**config.mk**
```make
export PLATFORM = sky130hd
export DESIGN_NAME = spi_slave_frame_rx
export DESIGN_NICKNAME = d
export VERILOG_FILES = /design/src/rtl/spi_slave_frame_rx.sv
export SDC_FILE = /design/constraint.sdc
export NUM_CORES = 1
export LEC_CHECK = 0
export CAP_MARGIN = 30
export CORE_MARGIN = 5
export CORE_UTILIZATION = 45
export DETAILED_ROUTE_END_ITERATION = 8
export GPL_ROUTABILITY_DRIVEN = 0
export MAX_ROUTING_LAYER = met4
export PLACE_DENSITY = 0.86
export SLEW_MARGIN = 20
export SYNTH_ARGS = -nofsm -noshare
export SYNTH_HDL_FRONTEND = slang
export SYNTH_SLANG_ARGS = --single-unit
export TNS_END_PERCENT = 20
```
**constraint.sdc**
```tcl
create_clock -name clk40M -period 2.3 [get_ports clk40M]
set_input_delay 0.575 -clock clk40M [delete_from_list [all_inputs] [get_ports clk40M]]
set_output_delay 0.575 -clock clk40M [all_outputs]
set_load 0.01 [all_outputs]
```
**src/rtl/spi_slave_frame_rx.sv**
```systemverilog
// SPI mode-3 responder for a 4-byte LSB-first register-write frame, oversampled on clk40M.
// Optional readback path (MISO, read request) is built when SPI_SLAVE_READBACK_EN is defined.
module spi_slave_frame_rx #(
  parameter int SYNC_STAGES = 2,
  parameter int ADDR_BYTES  = 2,
  parameter int DATA_BYTES  = 2,
  parameter int RD_LATENCY  = 2
) (
  input  logic                    clk40M,
  input  logic                    rst,
  input  logic                    spi_clk,
  input  logic                    sl,
  input  logic                    mosi,
  output logic                    miso,
  output logic [8*ADDR_BYTES-1:0] o_addr,
  output logic [8*DATA_BYTES-1:0] o_wdata,
  output logic                    o_wr_valid,
  input  logic                    i_wr_ready,
  output logic                    o_frame_err,
  output logic                    o_overrun,
  output logic                    o_rd_req,
  output logic [8*ADDR_BYTES-1:0] o_rd_addr,
  input  logic [8*DATA_BYTES-1:0] i_rdata
);

  localparam int FBITS = 8 * (ADDR_BYTES + DATA_BYTES);
  localparam int AW    = 8 * ADDR_BYTES;
  localparam int DW    = 8 * DATA_BYTES;
  localparam int CW    = $clog2(FBITS + 2);
  localparam logic [CW-1:0] CNT_FULL      = CW'(FBITS);
  localparam logic [CW-1:0] CNT_SAT       = CW'(FBITS + 1);
  localparam logic [CW-1:0] CNT_ADDR      = CW'(AW);
  localparam logic [CW-1:0] CNT_ADDR_LAST = CW'(AW - 1);

  typedef enum logic [1:0] {IDLE, SHIFT, COMMIT} state_t;

  logic [SYNC_STAGES-1:0] sck_sync_q, sl_sync_q, mosi_sync_q, flush_q;
  logic                   sck_prev_q, sl_prev_q, armed_q;
  logic                   sck_s, sl_s, mosi_s, sck_rise, sl_fall, sl_rise, shift_en;

  state_t           state_q, state_d;
  logic [CW-1:0]    cnt_q, cnt_d;
  logic [FBITS-1:0] shreg_q, shreg_d;
  logic [AW-1:0]    addr_q, addr_d;
  logic [DW-1:0]    wdata_q, wdata_d;
  logic             wr_valid_q, wr_valid_d;
  logic             frame_err_q, frame_err_d;
  logic             overrun_q, overrun_d;

  // Sync chains preset idle-high for SCK/CS so reset release creates no spurious edges.
  // armed_q keeps a CS already low at reset release from being taken as a frame start.
  always_ff @(posedge clk40M or posedge rst) begin
    if (rst) begin
      sck_sync_q  <= '1;
      sl_sync_q   <= '1;
      mosi_sync_q <= '0;
      sck_prev_q  <= 1'b1;
      sl_prev_q   <= 1'b1;
      flush_q     <= '0;
      armed_q     <= 1'b0;
    end else begin
      sck_sync_q  <= {sck_sync_q[SYNC_STAGES-2:0], spi_clk};
      sl_sync_q   <= {sl_sync_q[SYNC_STAGES-2:0], sl};
      mosi_sync_q <= {mosi_sync_q[SYNC_STAGES-2:0], mosi};
      sck_prev_q  <= sck_s;
      sl_prev_q   <= sl_s;
      flush_q     <= {flush_q[SYNC_STAGES-2:0], 1'b1};
      if (flush_q[SYNC_STAGES-1] && sl_s) armed_q <= 1'b1;
    end
  end

  assign sck_s    = sck_sync_q[SYNC_STAGES-1];
  assign sl_s     = sl_sync_q[SYNC_STAGES-1];
  assign mosi_s   = mosi_sync_q[SYNC_STAGES-1];
  assign sck_rise = sck_s & ~sck_prev_q;
  assign sl_fall  = ~sl_s & sl_prev_q;
  assign sl_rise  = sl_s & ~sl_prev_q;
  assign shift_en = (state_q == SHIFT) && sck_rise && (cnt_q < CNT_FULL);

  always_comb begin
    state_d     = state_q;
    cnt_d       = cnt_q;
    shreg_d     = shreg_q;
    addr_d      = addr_q;
    wdata_d     = wdata_q;
    wr_valid_d  = wr_valid_q;
    frame_err_d = 1'b0;
    overrun_d   = 1'b0;
    if (wr_valid_q && i_wr_ready) wr_valid_d = 1'b0;
    case (state_q)
      IDLE: begin
        if (sl_fall && armed_q) begin
          state_d = SHIFT;
          cnt_d   = '0;
        end
      end
      SHIFT: begin
        // A bit arriving with CS release is still shifted; COMMIT sees the final count.
        if (sck_rise && cnt_q != CNT_SAT) cnt_d = cnt_q + 1'b1;
        if (shift_en) shreg_d = {mosi_s, shreg_q[FBITS-1:1]};
        if (sl_rise) state_d = COMMIT;
      end
      COMMIT: begin
        state_d = IDLE;
        if (cnt_q == CNT_FULL) begin
          if (!wr_valid_q || i_wr_ready) begin
            addr_d     = shreg_q[AW-1:0];
            wdata_d    = shreg_q[FBITS-1:AW];
            wr_valid_d = 1'b1;
          end else begin
            overrun_d = 1'b1;
          end
        end else begin
          frame_err_d = 1'b1;
        end
      end
      default: state_d = IDLE;
    endcase
  end

  always_ff @(posedge clk40M or posedge rst) begin
    if (rst) begin
      state_q     <= IDLE;
      cnt_q       <= '0;
      addr_q      <= '0;
      wdata_q     <= '0;
      wr_valid_q  <= 1'b0;
      frame_err_q <= 1'b0;
      overrun_q   <= 1'b0;
    end else begin
      state_q     <= state_d;
      cnt_q       <= cnt_d;
      addr_q      <= addr_d;
      wdata_q     <= wdata_d;
      wr_valid_q  <= wr_valid_d;
      frame_err_q <= frame_err_d;
      overrun_q   <= overrun_d;
    end
  end

  always_ff @(posedge clk40M) begin
    shreg_q <= shreg_d;
  end

  assign o_addr      = addr_q;
  assign o_wdata     = wdata_q;
  assign o_wr_valid  = wr_valid_q;
  assign o_frame_err = frame_err_q;
  assign o_overrun   = overrun_q;

`ifdef SPI_SLAVE_READBACK_EN
  logic                  rd_req_q, rd_req_d, miso_q, miso_d, sck_fall, data_phase;
  logic [AW-1:0]         rd_addr_q, rd_addr_d;
  logic [RD_LATENCY-1:0] rd_pipe_q;
  logic [DW-1:0]         tx_q, tx_d;

  assign sck_fall   = ~sck_s & sck_prev_q;
  assign data_phase = (state_q == SHIFT) && (cnt_q >= CNT_ADDR) && (cnt_q < CNT_FULL);

  // Read request fires as the last address bit lands; the reply is latched RD_LATENCY later.
  always_comb begin
    rd_req_d  = 1'b0;
    rd_addr_d = rd_addr_q;
    tx_d      = tx_q;
    miso_d    = miso_q;
    if (shift_en && cnt_q == CNT_ADDR_LAST) begin
      rd_req_d  = 1'b1;
      rd_addr_d = shreg_d[FBITS-1 -: AW];
    end
    if (rd_pipe_q[RD_LATENCY-1]) tx_d = i_rdata;
    if (!data_phase) begin
      miso_d = 1'b0;
    end else if (sck_fall) begin
      miso_d = tx_q[0];
      tx_d   = tx_q >> 1;
    end
  end

  always_ff @(posedge clk40M or posedge rst) begin
    if (rst) begin
      rd_req_q  <= 1'b0;
      rd_addr_q <= '0;
      rd_pipe_q <= '0;
      miso_q    <= 1'b0;
    end else begin
      rd_req_q  <= rd_req_d;
      rd_addr_q <= rd_addr_d;
      rd_pipe_q <= (rd_pipe_q << 1) | RD_LATENCY'(rd_req_q);
      miso_q    <= miso_d;
    end
  end

  always_ff @(posedge clk40M) begin
    tx_q <= tx_d;
  end

  assign miso      = miso_q;
  assign o_rd_req  = rd_req_q;
  assign o_rd_addr = rd_addr_q;
`else
  logic unused_rdata;
  assign unused_rdata = ^{i_rdata, (RD_LATENCY > 0)};
  assign miso         = 1'b0;
  assign o_rd_req     = 1'b0;
  assign o_rd_addr    = '0;
`endif

endmodule
```
## Word-level counts from Yosys, hierarchy flattened

Index checks and enable logic that the tools add are counted.

- Flip-flop bits (word level): 86
- Bits in latches: 0
- Memory bits (writable): 0
- Memory bits (read-only): 0
- Bits of input ports: 22
- Output and inout port bits: 53
- Logic and storage cells: 59
- Memories: 0

- Add/sub/neg operators: 1
- Multipliers: 0
- Div/mod/pow operators: 0
- Magnitude comparators: 1
- Eq/ne operators: 7
- Shift operators: 0
- Mux-type cells: 15
- Bitwise gates (word level): 6
- Reductions and logical operators: 14

Operators by type and width:

| operator | number |
|---|---|
| 6-bit 2-to-1 mux | 2 |
| 6-bit one-hot mux with 2 select lines | 1 |
| 1-bit 2-to-1 mux | 9 |
| 6-bit by 1-bit adder with 6-bit output (second input constant) | 1 |
| 6-bit equality test (second input constant) | 1 |
| 1-bit logical AND | 6 |
| 6-bit less-than comparator (second input constant) | 1 |
| 6-bit != test (second input constant) | 1 |
| 3-bit AND reduction | 2 |
| 2-bit 2-to-1 mux | 2 |
| 2-bit != test (second input constant) | 2 |
| 2-bit one-hot mux with 2 select lines | 1 |
| 2-bit AND reduction | 2 |
| 1-bit AND | 3 |
| 1-bit NOT | 3 |
| 2-bit by 1-bit equality test with 1-bit output (second input constant) | 1 |
| 2-bit equality test (second input constant) | 1 |
| 2-bit logical NOT | 1 |
| 2-bit by 1-bit != test with 1-bit output (second input constant) | 1 |
| 2-bit nonzero test | 1 |
| 1-bit logical NOT | 1 |
| 1-bit logical OR | 1 |

## Depth between registers and ports, before layout

Gate-level depths: netlist of run 1.

- Depth in word-level cells: 5
- Mapped depth: 7
- Depth with buffers taken out: 5

## Worst setup path after synthesis of run 1

No wires, ideal clock.

- Path type: flip-flop to flip-flop
- From: register sck_sync_q[1]
- To: register shreg_q[0] (enable)
- Library setup time: 0.421 ns
- Arrival time: 2.075 ns
- Required time: 1.879 ns
- Path slack: -0.196 ns
- Stages on the path, launching flop included: 3
- Path buffers: 0
- Period minus slack after synthesis: 2.496 ns
- Path through: dfstp_2 nand4bb_1 nor2_1

- Cells in the longest elaborated chain, start to end: 4

Ends and longest elaborated chain:

| what | line | RTL |
|---|---|---|
| start, declared | 37 | `logic [SYNC_STAGES-1:0] sck_sync_q, sl_sync_q, mosi_sync_q, flush_q;` |
| start signal, assigned | 62 | `sck_sync_q <= {sck_sync_q[SYNC_STAGES-2:0], spi_clk};` |
| 1-bit AND | 75 | `assign sck_rise = sck_s & ~sck_prev_q;` |
| 1-bit logical AND (2 in series) | 78 | `assign shift_en = (state_q == SHIFT) && sck_rise && (cnt_q < CNT_FULL);` |
| 2-bit AND reduction (no line) | - |  |
| end signal, assigned | 142 | `shreg_q <= shreg_d;` |
| end, declared | 43 | `logic [FBITS-1:0] shreg_q, shreg_d;` |

Every way passes these cells.
A chain may end at the register's enable or synchronous reset.

## Worst setup path in the final report of run 1

- From: register wdata_q[15], in the netlist o_wdata[15]
- To: output port o_wdata[15]

RTL lines:

| what | line | RTL |
|---|---|---|
| start, declared | 45 | `logic [DW-1:0] wdata_q, wdata_d;` |
| start signal, assigned | 134 | `wdata_q <= wdata_d;` |
| end, declared | 16 | `output logic [8*DATA_BYTES-1:0] o_wdata,` |

No word-level cell between the ends.

==> results of run 1 <==
cell type report:
| class | instances | area, sq um |
|---|---|---|
| Clock inverter | 7 | 105 |
| Sequential cell | 86 | 2320 |
| Multi-Input combinational cell | 95 | 881 |
| Tap cell | 99 | 124 |
| Fill cell | 575 | 3210 |
| Timing Repair Buffer | 45 | 475 |
| Clock buffer | 9 | 124 |
| Inverter | 4 | 15.0 |
cells in the final DEF, fill, tap and decap left out, types with 2 or more instances in the layout:
cell	synthesis	routed
edfxtp_1	32	32
clkbuf_8	0	9
nand2_1	2	2
inv_1	4	3
clkinv_4	0	2
buf_12	3	3
bufinv_16	0	2
a21oi_1	4	4
nand4bb_1	2	2
dfstp_2	6	6
dfrtp_1	48	48
nor2b_1	2	2
mux2_2	2	2
clkdlybuf4s50_1	0	40
buf_4	18	2
o21ai_0	6	6
ha_1	3	3
mux2i_1	4	4
o21bai_1	2	2
nand2b_1	4	4
nand4_1	2	2
conb_1	2	19
mux2_4	30	30
flip-flops by register name, indices dropped and copies added, names as in the netlist:
register / flops
armed_q: 1
cnt_q: 6
flush_q: 2
mosi_sync_q: 2
o_addr: 16
o_frame_err: 1
o_overrun: 1
o_wdata: 16
o_wr_valid: 1
sck_prev_q: 1
sck_sync_q: 2
shreg_q: 32
sl_prev_q: 1
sl_sync_q: 2
state_q: 2
path summary, 6_finish.rpt:
path / from / end / slack (ns) / cells after the start
hold / removal: mosi_sync_q[0] / mosi_sync_q[1] / 0.36 / 0
min in group asynchronous: rst / cnt_q[1] / 0.53 / 2
max in group asynchronous: rst / sl_sync_q[0] / 1.17 / 3
hold reg to reg: mosi_sync_q[0] / mosi_sync_q[1] / 0.36 / 0
setup reg to reg: cnt_q[2] / o_wdata[13] / 0.47 / 4
setup / recovery: o_wdata[15] / o_wdata[15] / 0.44 / 1
metrics by stage:
stage	setup slack [ns]	utilization, %	hold slack [ns]	power [mW]
floorplan	0.320	-	0.331	1.90
global placement	0.182	52.6	0.332	1.92
detailed placement	0.181	52.6	0.338	1.94
CTS	0.404	55.8	0.358	3.12
global route	0.365	55.8	0.361	3.21
finish	0.436	55.8	0.355	3.08
per-layer routing:
metal  GRT usage [%]  share of wire [%]
met5               -                  0
met4            4.91                1.5
met3            4.42                6.1
met2            18.3                 47
met1            15.4                 45
logic make-up after synthesis:
kind of cell,count (synthesis)
AND/OR/NAND/NOR,21
other,2
adder cells (fa/ha/maj),3
AO/OA/AOI/OAI,16
buffers and inverters,27
multiplexers,36
flip-flops,86
power by group through the flow:
stage          combinational [mW]  clock [mW]  sequential (mW)
2_1_floorplan               0.158           0             1.74
3_3_place_gp                0.167           0             1.75
4_1_cts                     0.180        1.21             1.73
6_report                    0.175        1.17             1.73
5_1_grt                     0.201        1.27             1.74
3_5_place_dp                0.180           0             1.76
==> summary.md, run 1 <==
| Metric | Value |
|---|---|
| Status | `complete, no violations` |
| Slew Viols, Final | `0` |
| Area after DPL | `3810 sq um` |
| Placed cells | `329` |
| Vias in the first global route | `1,605` |
| Vias after detailed routing | `1,593` |
| CP arrival | `1.29 ns` |
| Synth Flop Type | `dfrtp_1` |
| Post-CTS setup buffer count | `0` |
| GRT Total Usage | `12.3%` |
| Delay-heaviest family, CP | `buffers and inverters` |
| Core area | `7250 sq um` |
| Pwr dens | `762 nW/um^2` |
| Drt wl/cell | `15.0 microns` |
| Top post-synthesis cells by area | `dfrtp_1, edfxtp_1, mux2_4` |
| Post-route clock period utilization | `81.1%` |
| Worst Path Max Fanout | `2` |
| Average size of a mapped cell | `17.6 sq um` |
| Syn. warnings | `0` |
| Clock Sinks | `86` |
| Post-Synth Simple-Gate Area | `4.66%` |
| Fmax | `536 MHz` |
| CTS tree | `built` |
| Post-DR vias/cell | `4.62` |
| Root Buffer | `clkbuf_8` |
| First-pass GRT wire length | `8140 microns` |
| Ant diodes | `0` |
| Longest Clk Path Bufs | `2` |
| Post-synth top cells | `dfrtp_1, edfxtp_1, mux2_4, buf_4` |
| TNS Setup | `0 ns` |
| Largest net degree at the start of global routing | `39` |
| Worst Path Buf+Inv | `1` |
| Starting density of the core | `46.3%` |
| Cell count after synthesis | `191` |
| Max-slew headroom | `63.6%` |
| Cell Chain, Critical Path | `clkdlybuf4s50_1` |
| Dpl hpwl | `3500 microns` |
| Top-count cell post-synth | `dfrtp_1` |
| Die Y | `96.4 microns` |
| Share of cells above drive strength 1 | `26.0%` |
| Post-synthesis sequential area ratio | `69.1%` |
| Synth Area in Compound Gates | `2.94%` |
| CTS Buf Count | `9` |
| Die W | `96.4 microns` |
| Area leader, netlist | `dfrtp_1` |
| RSZ-0062 raised after global routing | `false` |
| Number of distinct library cells after synthesis | `32` |
| Synth Area in XOR/XNOR | `0%` |
| Post-CTS sizing | `0` |
| Rows | `31` |
| Grt total ovfl | `0` |
| Routed Antenna Nets | `0` |
| Critical path class | `flop to primary output` |
| Ports | `75` |
| EDFF count, synth | `32` |
| Share of the synthesized area in the top cell type | `35.8%` |
| CP startpoint kind | `flop` |
| Net Sw Frac | `23.3%` |
| Clk_skew | `0.0120 ns` |
| Area share of fa/ha/maj cells after synthesis | `1.12%` |
| Combinational share of power | `5.7%` |
| Clock latency on the worst-skew pair | `0.36 ns` |
| Critical path required time | `1.73 ns` |
| Int Pwr | `2.36 mW` |
| Final Instance Area | `4040 sq um` |
| H-tree levels | `3` |
| Peak VDD IR | `350 uV` |
| Final Net Count | `266` |
| Crit. End Element | `primary output` |
| Die footprint | `9290 sq um` |
| Slowest stage cell, crit path | `clkdlybuf4s50_1` |
| Clock power share | `38.1%` |
| Detailed Route WL | `5180 microns` |
| Pre-Repair DR Iteration Count | `4` |
| Final hold viol count | `0` |
| Seq pwr share | `56.2%` |
| Hold_buf cts | `0` |
| Multiplexer share of the synthesized area | `15.3%` |
| Max_cap viols | `0` |
| Worst hold path class | `flop to flop` |
| Setup violators final | `0` |
| Lkg Pwr | `1.70 nW` |
| Synthesized cell area | `3360 sq um` |
| Clock-pin slew on the worst setup and hold paths | `0.09 ns` |
| PortBufs | `40` |
| Initial antenna violation count | `0` |
| Ys async rst share | `62.8%` |
| Measured slew at the worst slew-check pin | `0.538 ns` |
| CP peak stage delay | `0.58 ns` |
| Sw power | `0.719 mW` |
| Starting DRT DRC Count | `87` |
| Min cycle time layout | `1.86 ns` |
| Non-Filler Instances | `345` |
| Area growth from synthesis to layout | `20.4%` |
| Largest family of logic cells by synthesized area | `multiplexers` |
| Drt drc | `0` |
| FF+latch count, synth | `86` |
No activity file was read; power rests on OpenSTA's default activity.
==> inputs of run 2 (changes only) <==
CORE_UTILIZATION = 50   (was 45)
PLACE_DENSITY = 0.9   (was 0.86)
clock period = 1.9 ns   (was 2.3 ns; I/O delays follow)
==> summary.md, run 2 (same netlist as run 1, synthesis figures left out) <==
| Metric | Value |
|---|---|
| Clock latency on the worst-skew pair | `0.35 ns` |
| Place WS | `-0.0887 ns` |
| Final Net Count | `271` |
| Grt total ovfl | `0` |
| Clk_skew | `0.0139 ns` |
| Drt drc | `0` |
| Placed cells | `312` |
| Clock Sinks | `86` |
| Critical path required time | `2.13 ns` |
| RSZ-0062 raised after global routing | `false` |
| Area growth from synthesis to layout | `20.8%` |
| Most common cell after layout, fill and taps aside | `dfrtp_1` |
| Starting DRT DRC Count | `41` |
| Setup violators final | `0` |
| Die W | `92.0 microns` |
| Crit. End Element | `flop` |
| Min cycle time layout | `1.76 ns` |
| Critical path class | `flop to flop` |
| Ports | `75` |
| Routed Antenna Nets | `0` |
| Vias after detailed routing | `1,637` |
| First-pass GRT wire length | `8360 microns` |
| WHS | `0.351 ns` |
| Core area | `6460 sq um` |
| Area after DPL | `3840 sq um` |
| Max-slew headroom | `62.2%` |
| Register area | `2320 sq um` |
| Root Buffer | `clkbuf_8` |
| Pwr dens | `905 nW/um^2` |
| Post-CTS setup buffer count | `0` |
| GRT Total Usage | `13.4%` |
| Cell Chain, Critical Path | `inv_1 -> ha_1 -> and3b_1 -> and3_4 -> buf_4 -> mux2_2` |
| Non-Filler Instances | `328` |
| Multi-input logic area | `890 sq um` |
| Final Instance Area | `4060 sq um` |
| Rows | `29` |
| Lkg Pwr | `1.72 nW` |
| CTS Buf Count | `9` |
| CTS tree | `built` |
| Share of cells above drive strength 1 | `26.7%` |
| Post-route clock period utilization | `92.5%` |
| Pre-Repair DR Iteration Count | `4` |
| Worst Path Max Fanout | `6` |
| Peak VDD IR | `566 uV` |
| Post-DR vias/cell | `4.99` |
| Die Y | `92.0 microns` |
| H-tree levels | `3` |
| Total power | `3.67 mW` |
| Starting density of the core | `52.0%` |
| Final hold viol count | `0` |
| Longest Clk Path Bufs | `2` |
| Fmax | `569 MHz` |
| Setup slack after layout | `0.142 ns` |
| Vias in the first global route | `1,698` |
| Most flops, register | `shreg_q` |
| Max reg flops | `32` |
| Hold_buf cts | `0` |
| Drt wl/cell | `15.5 microns` |
| Slew Viols, Final | `0` |
| Die footprint | `8460 sq um` |
| PortBufs | `40` |
| Max_cap viols | `0` |
| Initial antenna violation count | `0` |
| Status | `complete, no violations` |
| Measured slew at the worst slew-check pin | `0.559 ns` |
| Ant diodes | `0` |
| Clock-pin slew on the worst setup and hold paths | `0.08 ns` |
| Detailed Route WL | `5100 microns` |
| Dpl hpwl | `3370 microns` |
| CP peak stage delay | `0.45 ns` |
| CP startpoint kind | `flop` |
| Most frequent cells in the layout | `dfrtp_1, clkdlybuf4s50_1, edfxtp_1, mux2_4, conb_1` |
| Worst hold path class | `flop to flop` |
| CP arrival | `1.99 ns` |
| Filler cell count | `490` |
| Slowest stage cell, crit path | `dfrtp_1` |
| Largest net degree at the start of global routing | `55` |
run 2: cell types whose count changed in the layout (fill, tap and decap cells not counted), sizes merged:
cell    delta
inv        -1
buf        +5
clkbuf     +1
run 2: area by class of cell:
class                   count  share of cell area (%)
multi-input cells          95                    21.9
inverters                   4                   0.370
repair buffers             50                    12.9
flip-flops and latches     86                    57.2
well taps                  77                    2.37
clock buffers              10                    3.14
clock inverters             6                    2.10
run 2: final timing paths:
path,cells after the start,slack [ns],to,startpoint
min reg2reg,0,0.35,mosi_sync_q[1],mosi_sync_q[0]
max in group asynchronous,3,1.12,sl_prev_q,rst
min in group asynchronous,3,0.49,o_addr[3],rst
max reg2reg,6,0.14,o_wdata[14],cnt_q[0]
min,0,0.35,mosi_sync_q[1],mosi_sync_q[0]
max,6,0.14,o_wdata[14],cnt_q[0]
run 2: power breakdown:
group          switching (mW)  internal [mW]  total, mW  leakage (nW)
Clock                   0.607          0.739       1.35         0.104
Sequential             0.0650           2.02       2.08          1.01
Combinational           0.148         0.0972      0.245         0.608
run 2: per-stage QoR:
stage / util (%) / setup TNS, ns
after floorplan: - / 0
after global placement: 59.5 / -1.00
after detailed placement: 59.5 / -1.49
after CTS: 62.8 / 0
after global routing: 62.8 / 0
final: 62.8 / 0
run 2: worst max-delay path, delay by kind of cell (launching register included):
family                   cells  cell delay (ns)
flip-flops                   1             0.45
multiplexers                 1             0.35
buffers and inverters        2             0.26
adder cells (fa/ha/maj)      1             0.16
AND/OR/NAND/NOR              2             0.43
run 2: layer usage:
layer | up-vias | track usage [%] | routed length, microns
met4 | 0 | 7.55 | 114
li1 | 754 | - | -
met2 | 46 | 20.6 | 2470
met3 | 12 | 3.68 | 260
met5 | - | - | 0
met1 | 825 | 15.9 | 2250
run 2: repair_timing:
action | CTS | global route
gates resized for setup | 0 | 1
hold endpoints to repair | 0 | 0
endpoints found under the setup margin | 0 | 1
